<file path="src/rtl/sd_digit_packer_pkg.sv">
// Shared signed-digit codes and packer FSM states, used by the packer and its sanitizer.
package sd_digit_packer_pkg;

  localparam logic [1:0] SD_ZERO = 2'b00;
  localparam logic [1:0] SD_POS  = 2'b10;
  localparam logic [1:0] SD_NEG  = 2'b01;
  localparam logic [1:0] SD_ILL  = 2'b11;

  typedef enum logic {
    ST_COLLECT = 1'b0,
    ST_HOLD    = 1'b1
  } state_t;

endpackage

</file>
<file path="src/rtl/sd_digit_sanitize.sv">
// Combinational illegal signed-digit detector: flags code 11 and substitutes a zero digit.
module sd_digit_sanitize
  import sd_digit_packer_pkg::*;
(
  input  logic [1:0] i_digit,
  output logic [1:0] o_digit,
  output logic       o_illegal
);

  always_comb begin
    o_digit   = SD_ZERO;
    o_illegal = 1'b0;
    case (i_digit)
      SD_POS, SD_NEG: o_digit   = i_digit;
      SD_ILL:         o_illegal = 1'b1;
      default:        o_digit   = SD_ZERO;
    endcase
  end

endmodule

</file>
<file path="src/rtl/sd_digit_packer.sv">
// Packs W MSD-first signed digits into one 2W-bit CSD word behind a valid/ready handshake.
// Optional illegal-digit checking is enabled by defining SD_PACK_ERRCHK_EN.
module sd_digit_packer
  import sd_digit_packer_pkg::*;
#(
  parameter int W  = 73,
  parameter int CW = 7
) (
  input  logic           clk,
  input  logic           rst,
  input  logic           abort,
  input  logic           in_valid,
  output logic           in_ready,
  input  logic [1:0]     in_digit,
  output logic           out_valid,
  input  logic           out_ready,
  output logic [2*W-1:0] out_x_csd,
  output logic           err
);

  state_t         r_state, w_state_next;
  logic [CW-1:0]  r_cnt, w_cnt_next;
  logic [2*W-1:0] r_shreg, w_shreg_next;
  logic           r_live;
  logic           w_accept;
  logic [1:0]     w_digit;

  // r_live keeps in_ready low while in reset and for the first cycle out of it
  assign in_ready  = r_live && (r_state == ST_COLLECT);
  assign out_valid = (r_state == ST_HOLD);
  assign out_x_csd = r_shreg;
  assign w_accept  = in_valid && in_ready;

`ifdef SD_PACK_ERRCHK_EN
  logic w_illegal;
  logic r_err;

  sd_digit_sanitize u_sanitize (
    .i_digit   (in_digit),
    .o_digit   (w_digit),
    .o_illegal (w_illegal)
  );

  always_ff @(posedge clk) begin
    if (rst) begin
      r_err <= 1'b0;
    end else if (w_accept && w_illegal && !abort) begin
      r_err <= 1'b1;
    end
  end

  assign err = r_err;
`else
  assign w_digit = in_digit;
  assign err     = 1'b0;
`endif

  always_ff @(posedge clk) begin
    if (rst) begin
      r_state <= ST_COLLECT;
      r_cnt   <= '0;
      r_shreg <= '0;
      r_live  <= 1'b0;
    end else begin
      r_state <= w_state_next;
      r_cnt   <= w_cnt_next;
      r_shreg <= w_shreg_next;
      r_live  <= 1'b1;
    end
  end

  // abort takes priority over both a digit accept and an output handshake
  always_comb begin
    w_state_next = r_state;
    w_cnt_next   = r_cnt;
    w_shreg_next = r_shreg;
    if (abort) begin
      w_state_next = ST_COLLECT;
      w_cnt_next   = '0;
      w_shreg_next = '0;
    end else begin
      case (r_state)
        ST_COLLECT: begin
          if (w_accept) begin
            w_shreg_next = {r_shreg[2*W-3:0], w_digit};
            if (r_cnt == CW'(W - 1)) begin
              w_state_next = ST_HOLD;
              w_cnt_next   = '0;
            end else begin
              w_cnt_next = r_cnt + 1'b1;
            end
          end
        end
        ST_HOLD: begin
          if (out_ready) begin
            w_state_next = ST_COLLECT;
            w_shreg_next = '0;
          end
        end
        default: begin
          w_state_next = ST_COLLECT;
        end
      endcase
    end
  end

endmodule

</file>
<file path="config.mk">
export PLATFORM = sky130hd
export DESIGN_NAME = sd_digit_packer
export DESIGN_NICKNAME = d
export VERILOG_FILES = /design/src/rtl/sd_digit_packer_pkg.sv /design/src/rtl/sd_digit_sanitize.sv /design/src/rtl/sd_digit_packer.sv
export SDC_FILE = /design/constraint.sdc
export NUM_CORES = 1
export LEC_CHECK = 0
export CORE_MARGIN = 2
export CORE_UTILIZATION = 50
export CTS_BUF_LIST = sky130_fd_sc_hd__clkbuf_8
export DETAILED_ROUTE_END_ITERATION = 8
export MAX_ROUTING_LAYER = met4
export PLACE_DENSITY = 0.85
export RECOVER_POWER = 50
export SYNTH_ARGS = -nofsm -noshare
export SYNTH_HDL_FRONTEND = slang
export SYNTH_SLANG_ARGS = --single-unit
</file>
<file path="constraint.sdc">
create_clock -name clk -period 1.43 [get_ports clk]
set_input_delay 0.286 -clock clk [delete_from_list [all_inputs] [get_ports clk]]
set_output_delay 0.286 -clock clk [all_outputs]
set_load 0.02 [all_outputs]
</file>
==> run metrics, run 1 <==
Avg WL per Cell 14.9 um; Crit path arrival time 1720 ps; hold_ws 410 ps; I/O Pins 156; Antenna Cells 0; largest cells by area after synthesis dfxtp_1 54%, a21oi_1 13%, nand3_1 13%; full die area 12500 um2; outcome complete, no violations; first element of the critical path out_valid; overall routing resource usage 0.233; Clock transition at path regs 80 ps; final net count 844; Critical Path Sink Type register; non-filler instance count after layout 989; minimum clock period 1380 ps; GPL Wtd Cong 0.776; drt total wl 14.8 mm; Max Clock Skew 11.8 ps; Syn Inst Count 704; Synth Area per Inst 8.22 um2; endpoints failing setup 0; Hold Path Cell Cnt 3; area delta synth->final 28.0%; Reg2Reg Launch Point out_valid; TritonCTS buffer count 17; global route overflow 0; DRT iter0 DRCs 413; pwr dens 1100 nW/um2; maximum vdd ir drop 0.693 mV; min-delay worst type in2reg; initial antenna violation count 0; dpl cells 959; most common cell after layout, fill and taps aside nand2_1; Netlist cell types 32; WP data required 1770 ps; H-tree depth 4; Post-CTS Hold Fix Bufs 0; Syn Nets 713; Post-DRT Antenna Nets 0; crit path launch type register; core area 11400 um2; Initial DRT Pass Iterations 5; synth warn 0; critical path class reg2reg; Die X 112 um; CTS Sinks 155; vias in the first global route 5053; largest net degree at the start of global routing 59; Cell Area, Synth 5790 um2; period utilisation layout 0.968; HP Start in_digit[1]; share of cells above drive strength 1 0.252; RSZ-0062 raised after global routing yes; vias 5526; crit path max fanout 21; CTS tree built; max_cap viols 0; DRC 0; Root Buffer clkbuf_8; f_max 722 MHz; postcts setup bufs 0; Clk Latency, worst-skew pair 430 ps; PortBufs 154; Cell Rows 39; clock buffer depth 2; max-slew violations 0; number of vias per cell 5.59; first-pass GRT wire length 23.7 mm; commonest cells after routing, fill and taps aside 150 x nand2_1, 149 x a21oi_1, 147 x nand3_1, 147 x dfxtp_1, 100 x clkbuf_2; Reg2Reg Depth 4; Die H 112 um; Yosys reg bits 155; cell taking the most area after synthesis dfxtp_1; Final HPWL DP 9.56 mm; Pleak 2.64 nW; final hold viol count 0; Initial Util 0.509; Seq/Total Area, Yosys 0.536; Synth top area share 0.536
synthesized netlist by cell type (all sizes together):
cell and n:
inv 4, o2111a 1, dfxtp 155, clkbuf 13
nand4b 1, o21ai 2, and4 1, a41o 1
a211oi 1, a21oi 150, or2b 1, buf 54
o221a 1, or2 1, nand3 148, nand2 151
ha 2, conb 1, o2bb2ai 1, nand3b 1
nand4 2, or3 2, nor3 2, a31oi 1
nor4b 1, a21boi 1, nor2b 1, nor2 3
and3b 1
registers in the layout (all words and copies together) (netlist names):
signal / count
r_cnt: 7
out_valid: 1
out_x_csd: 146
r_live: 1
layout make-up:
type                       instances  area [um2]
clock buffer                      17         234
clock inverter                    13         191
fill                             974        3960
inverter                           4        15.0
multi-input combinational        478        2330
sequential                       155        3120
tap                              143         179
timing repair buffer             179        1340
power breakdown:
part | switching [W] | total, W | internal [W]
registers | 0.00000566 | 0.00432 | 0.00431
clock network | 0.00161 | 0.00351 | 0.00190
logic | 0.000225 | 0.000321 | 0.0000959
critical path, cell delays in order, from the launching register on:
cell and delay, ps:
dfxtp_4 380, and3b_4 380, buf_4 260, nand2_1 90
a21oi_1 190
timing repair:
| action | in CTS | in global routing |
|---|---|---|
| pin swaps | 0 | 1 |
| setup endpoints to repair | 148 | 136 |
| resized for setup | 319 | 149 |
final timing paths:
kind	endpoint	slack [ps]
worst max register to register	out_x_csd[5]	50
worst min register to register	out_x_csd[95]	460
worst max-delay path	out_x_csd[5]	50
worst min-delay path	out_x_csd[1]	410
through the flow:
step	setup TNS, ps	util	cell area [um2]	setup slack (ps)	total power [W]
after floorplan	0	-	5790	122	0.00465
after global placement	-25000	0.657	7470	-204	0.00473
after detailed placement	-28910	0.657	7470	-257	0.00474
after CTS	-4.15	0.696	7910	-4.15	0.00820
after global routing	-24.9	0.651	7410	-19.6	0.00845
final	0	0.651	7410	45.2	0.00815
routing by layer:
| layer | vias to the layer above | global-route usage | routed length, um |
|---|---|---|---|
| met3 | 12 | 0.0708 | 1070 |
| li1 | 2667 | - | - |
| met1 | 2651 | 0.280 | 6220 |
| met5 | - | - | 0 |
| met4 | 0 | 0.0642 | 119 |
| met2 | 196 | 0.382 | 7360 |
cell families (layout without fill, tap and decap cells):
| group | after synthesis | count (layout) | share of synthesized area |
|---|---|---|---|
| and+or+nand+nor | 316 | 316 | 0.248 |
| DFF | 155 | 155 | 0.536 |
| buffers and inverters | 71 | 213 | 0.0679 |
| other | 1 | 1 | 0.000648 |
| adders and majority gates | 2 | 2 | 0.00432 |
| AOI/OAI and AO/OA | 159 | 159 | 0.143 |
Note: power is estimated with default switching activity, not from simulation.
==> run 2: changes to the inputs <==
==> constraint.sdc (replaced) <==
create_clock -name clk -period 1.3 [get_ports clk]
set_input_delay 0.26 -clock clk [delete_from_list [all_inputs] [get_ports clk]]
set_output_delay 0.26 -clock clk [all_outputs]
set_load 0.02 [all_outputs]
==> run 2 against run 1 <==
Compared with the run above:
- the run now ends with negative setup slack left
- worst hold slack got worse by 56 ps
- final cell count rose by 3.5%
- via count rose by 7.0%
- critical endpoint is now out_x_csd[83]
- fmax fell by 2.9%
- sequential power rose by 9.7%
- total power rose by 13%
- sequential share of layout area fell by 4.2 points
- count of clock-buffer cells in the layout rose by 3
- die area did not move
- setup slack got worse by 170 ps
==> run metrics, run 2 (synthesis results as in run 1) <==
most common cell after layout, fill and taps aside nand3_1; core area 11400 um2 (unchanged); Die X 112 um (unchanged); period utilisation layout 1.10 (+0.129); largest net degree at the start of global routing 48 (-19%); Reg2Reg Launch Point out_valid; overall routing resource usage 0.264 (+0.0310); DRT iter0 DRCs 536 (+30%); initial antenna violation count 0 (unchanged); drt total wl 17.5 mm (+18%); CTS tree built; area taken by flip-flops and latches 3160 um2 (+1.4%); global route overflow 0 (unchanged); Root Buffer clkbuf_8; Initial Util 0.509 (unchanged); Critical Path Sink Type register; outcome finished, violations left; HP Start in_digit[1]; endpoints failing setup 159 (+159); clock buffer depth 2 (unchanged); pwr dens 1100 nW/um2 (+0.20%); Antenna Cells 0 (unchanged); min-delay worst type in2reg; maximum vdd ir drop 0.827 mV (+19%); Post-CTS Hold Fix Bufs 0 (unchanged); Clock transition at path regs 80 ps (about the same); WP data required 1690 ps (-80 ps); non-filler instance count after layout 1024 (+3.5%); minimum clock period 1430 ps (+41.2 ps); Clk Latency, worst-skew pair 460 ps (+30 ps); critical path class reg2reg; crit path launch type register; PortBufs 154 (unchanged); total negative setup slack -6250 ps (-6250 ps); commonest cells after routing, fill and taps aside 147 x nand3_1, 121 x nand2_1, 115 x dfxtp_1, 96 x buf_4, 86 x a21oi_1; Filler cells 830 (-15%); failing checks negative setup slack; final hold viol count 0 (unchanged); max FFs per register 146 (unchanged); CTS Sinks 155 (unchanged); Multi-input gate area 2760 um2 (+19%); I/O Pins 156 (unchanged); Reg2Reg Depth 6 (+2); Die H 112 um (unchanged); full die area 12500 um2 (unchanged); Crit path arrival time 1810 ps (+90 ps); crit path max fanout 7 (-67%); Initial DRT Pass Iterations 5 (unchanged); share of cells above drive strength 1 0.432 (+0.181); post-route worst setup slack -126 ps (-171 ps); final net count 878 (+4.0%); Hold Path Cell Cnt 3 (unchanged); Tot Pwr 0.00920 W (+13%); area delta synth->final 44.1%; Worst R2R End out_x_csd[83]; max-slew violations 0 (unchanged); Pleak 3.35 nW (+27%); DRC 0 (unchanged); number of vias per cell 5.77 (+3.3%); Hold EP out_x_csd[1]; vias in the first global route 5143 (+1.8%); first element of the critical path out_valid; max_cap viols 0 (unchanged); f_max 701 MHz (-2.9%); Final HPWL DP 9.51 mm (-0.57%); TritonCTS buffer count 17 (unchanged); RSZ-0062 raised after global routing yes; Post-DRT Antenna Nets 0 (unchanged); post-route cell area 8340 um2 (+13%); Max Clock Skew 8.89 ps (-2.91 ps); placed cell areas 7580 um2 (+1.5%); Avg WL per Cell 17.1 um (+14%); dpl cells 972 (+1.4%); vias 5913 (+7.0%); first-pass GRT wire length 26.0 mm (+9.4%); reg-to-reg slack, setup -130 ps (-170 ps); Cell Rows 39 (unchanged); H-tree depth 4 (unchanged); GPL Wtd Cong 0.798 (+2.8%)
-- run 2: cell count changes in the layout (fill, tap and decap cells not counted), sizes merged --
cell           before  now
clkdlybuf4s15      36    0
clkinvlp            2    1
inv                 9    8
clkbuf            117   45
buf                37  182
-- run 2: critical path, cell delays in order (launching register included) --
cell     delay (ps)
dfxtp_4         380
and3b_4         380
buf_12          130
buf_12          110
buf_16          120
nand2_1          80
a21oi_2         150
-- run 2: through the flow --
stage	util	hold slack [ps]	worst slack, ps
after detailed placement	0.666	460	-414
final	0.734	354	-126
after global routing	0.734	333	-182
after floorplan	-	317	80.8
after global placement	0.666	452	-323
after CTS	0.675	329	-106
-- run 2: repair_timing --
item	CTS	global route
endpoints found under the setup margin	272	244
gates cloned	6	5
resized for setup	650	220
pin swaps	6	49
buffers inserted	9	2
-- run 2: area by class of cell --
| class | instances | area share |
|---|---|---|
| sequential | 155 | 0.379 |
| multi-input combinational | 478 | 0.331 |
| timing repair buffer | 213 | 0.216 |
| clock buffer | 20 | 0.0330 |
| tap | 143 | 0.0214 |
| clock inverter | 11 | 0.0183 |
| inverter | 4 | 0.00180 |
-- run 2: worst max path at each step --
stage,endpoint,slack (ps),cells after the start
6_report,out_x_csd[83],-130,6
4_1_cts,in_ready,-110,2
5_1_grt,out_x_csd[88],-180,6
3_3_place_gp,out_x_csd[114],-320,5
3_5_place_dp,out_x_csd[97],-410,5
2_1_floorplan,r_cnt[3],80,5
-- run 2: where the power goes --
group	switching, W	internal [W]	total [W]
clock	0.00169	0.00220	0.00389
sequential	0.00000331	0.00474	0.00474
combinational	0.000342	0.000230	0.000571
total	0.00203	0.00717	0.00920
-- run 2: metal layers --
| layer | wire, um | vias up | part of all wire | track usage |
|---|---|---|---|---|
| li1 | - | 2737 | - | - |
| met1 | 7240 | 2852 | 0.41 | 0.331 |
| met2 | 8380 | 274 | 0.48 | 0.417 |
| met3 | 1370 | 50 | 0.078 | 0.0702 |
| met4 | 497 | 0 | 0.028 | 0.0889 |
| met5 | 0 | - | 0 | - |
==> run 3: changes to the inputs <==
--- a/config.mk
+++ b/config.mk
@@ -9,6 +9,7 @@
 export CORE_UTILIZATION = 50
 export CTS_BUF_LIST = sky130_fd_sc_hd__clkbuf_8
 export DETAILED_ROUTE_END_ITERATION = 8
+export GPL_ROUTABILITY_DRIVEN = 1
 export MAX_ROUTING_LAYER = met4
 export PLACE_DENSITY = 0.85
 export RECOVER_POWER = 50
==> results of run 3 <==
No change in the layout: final DEF, timing and power equal those of run 2.
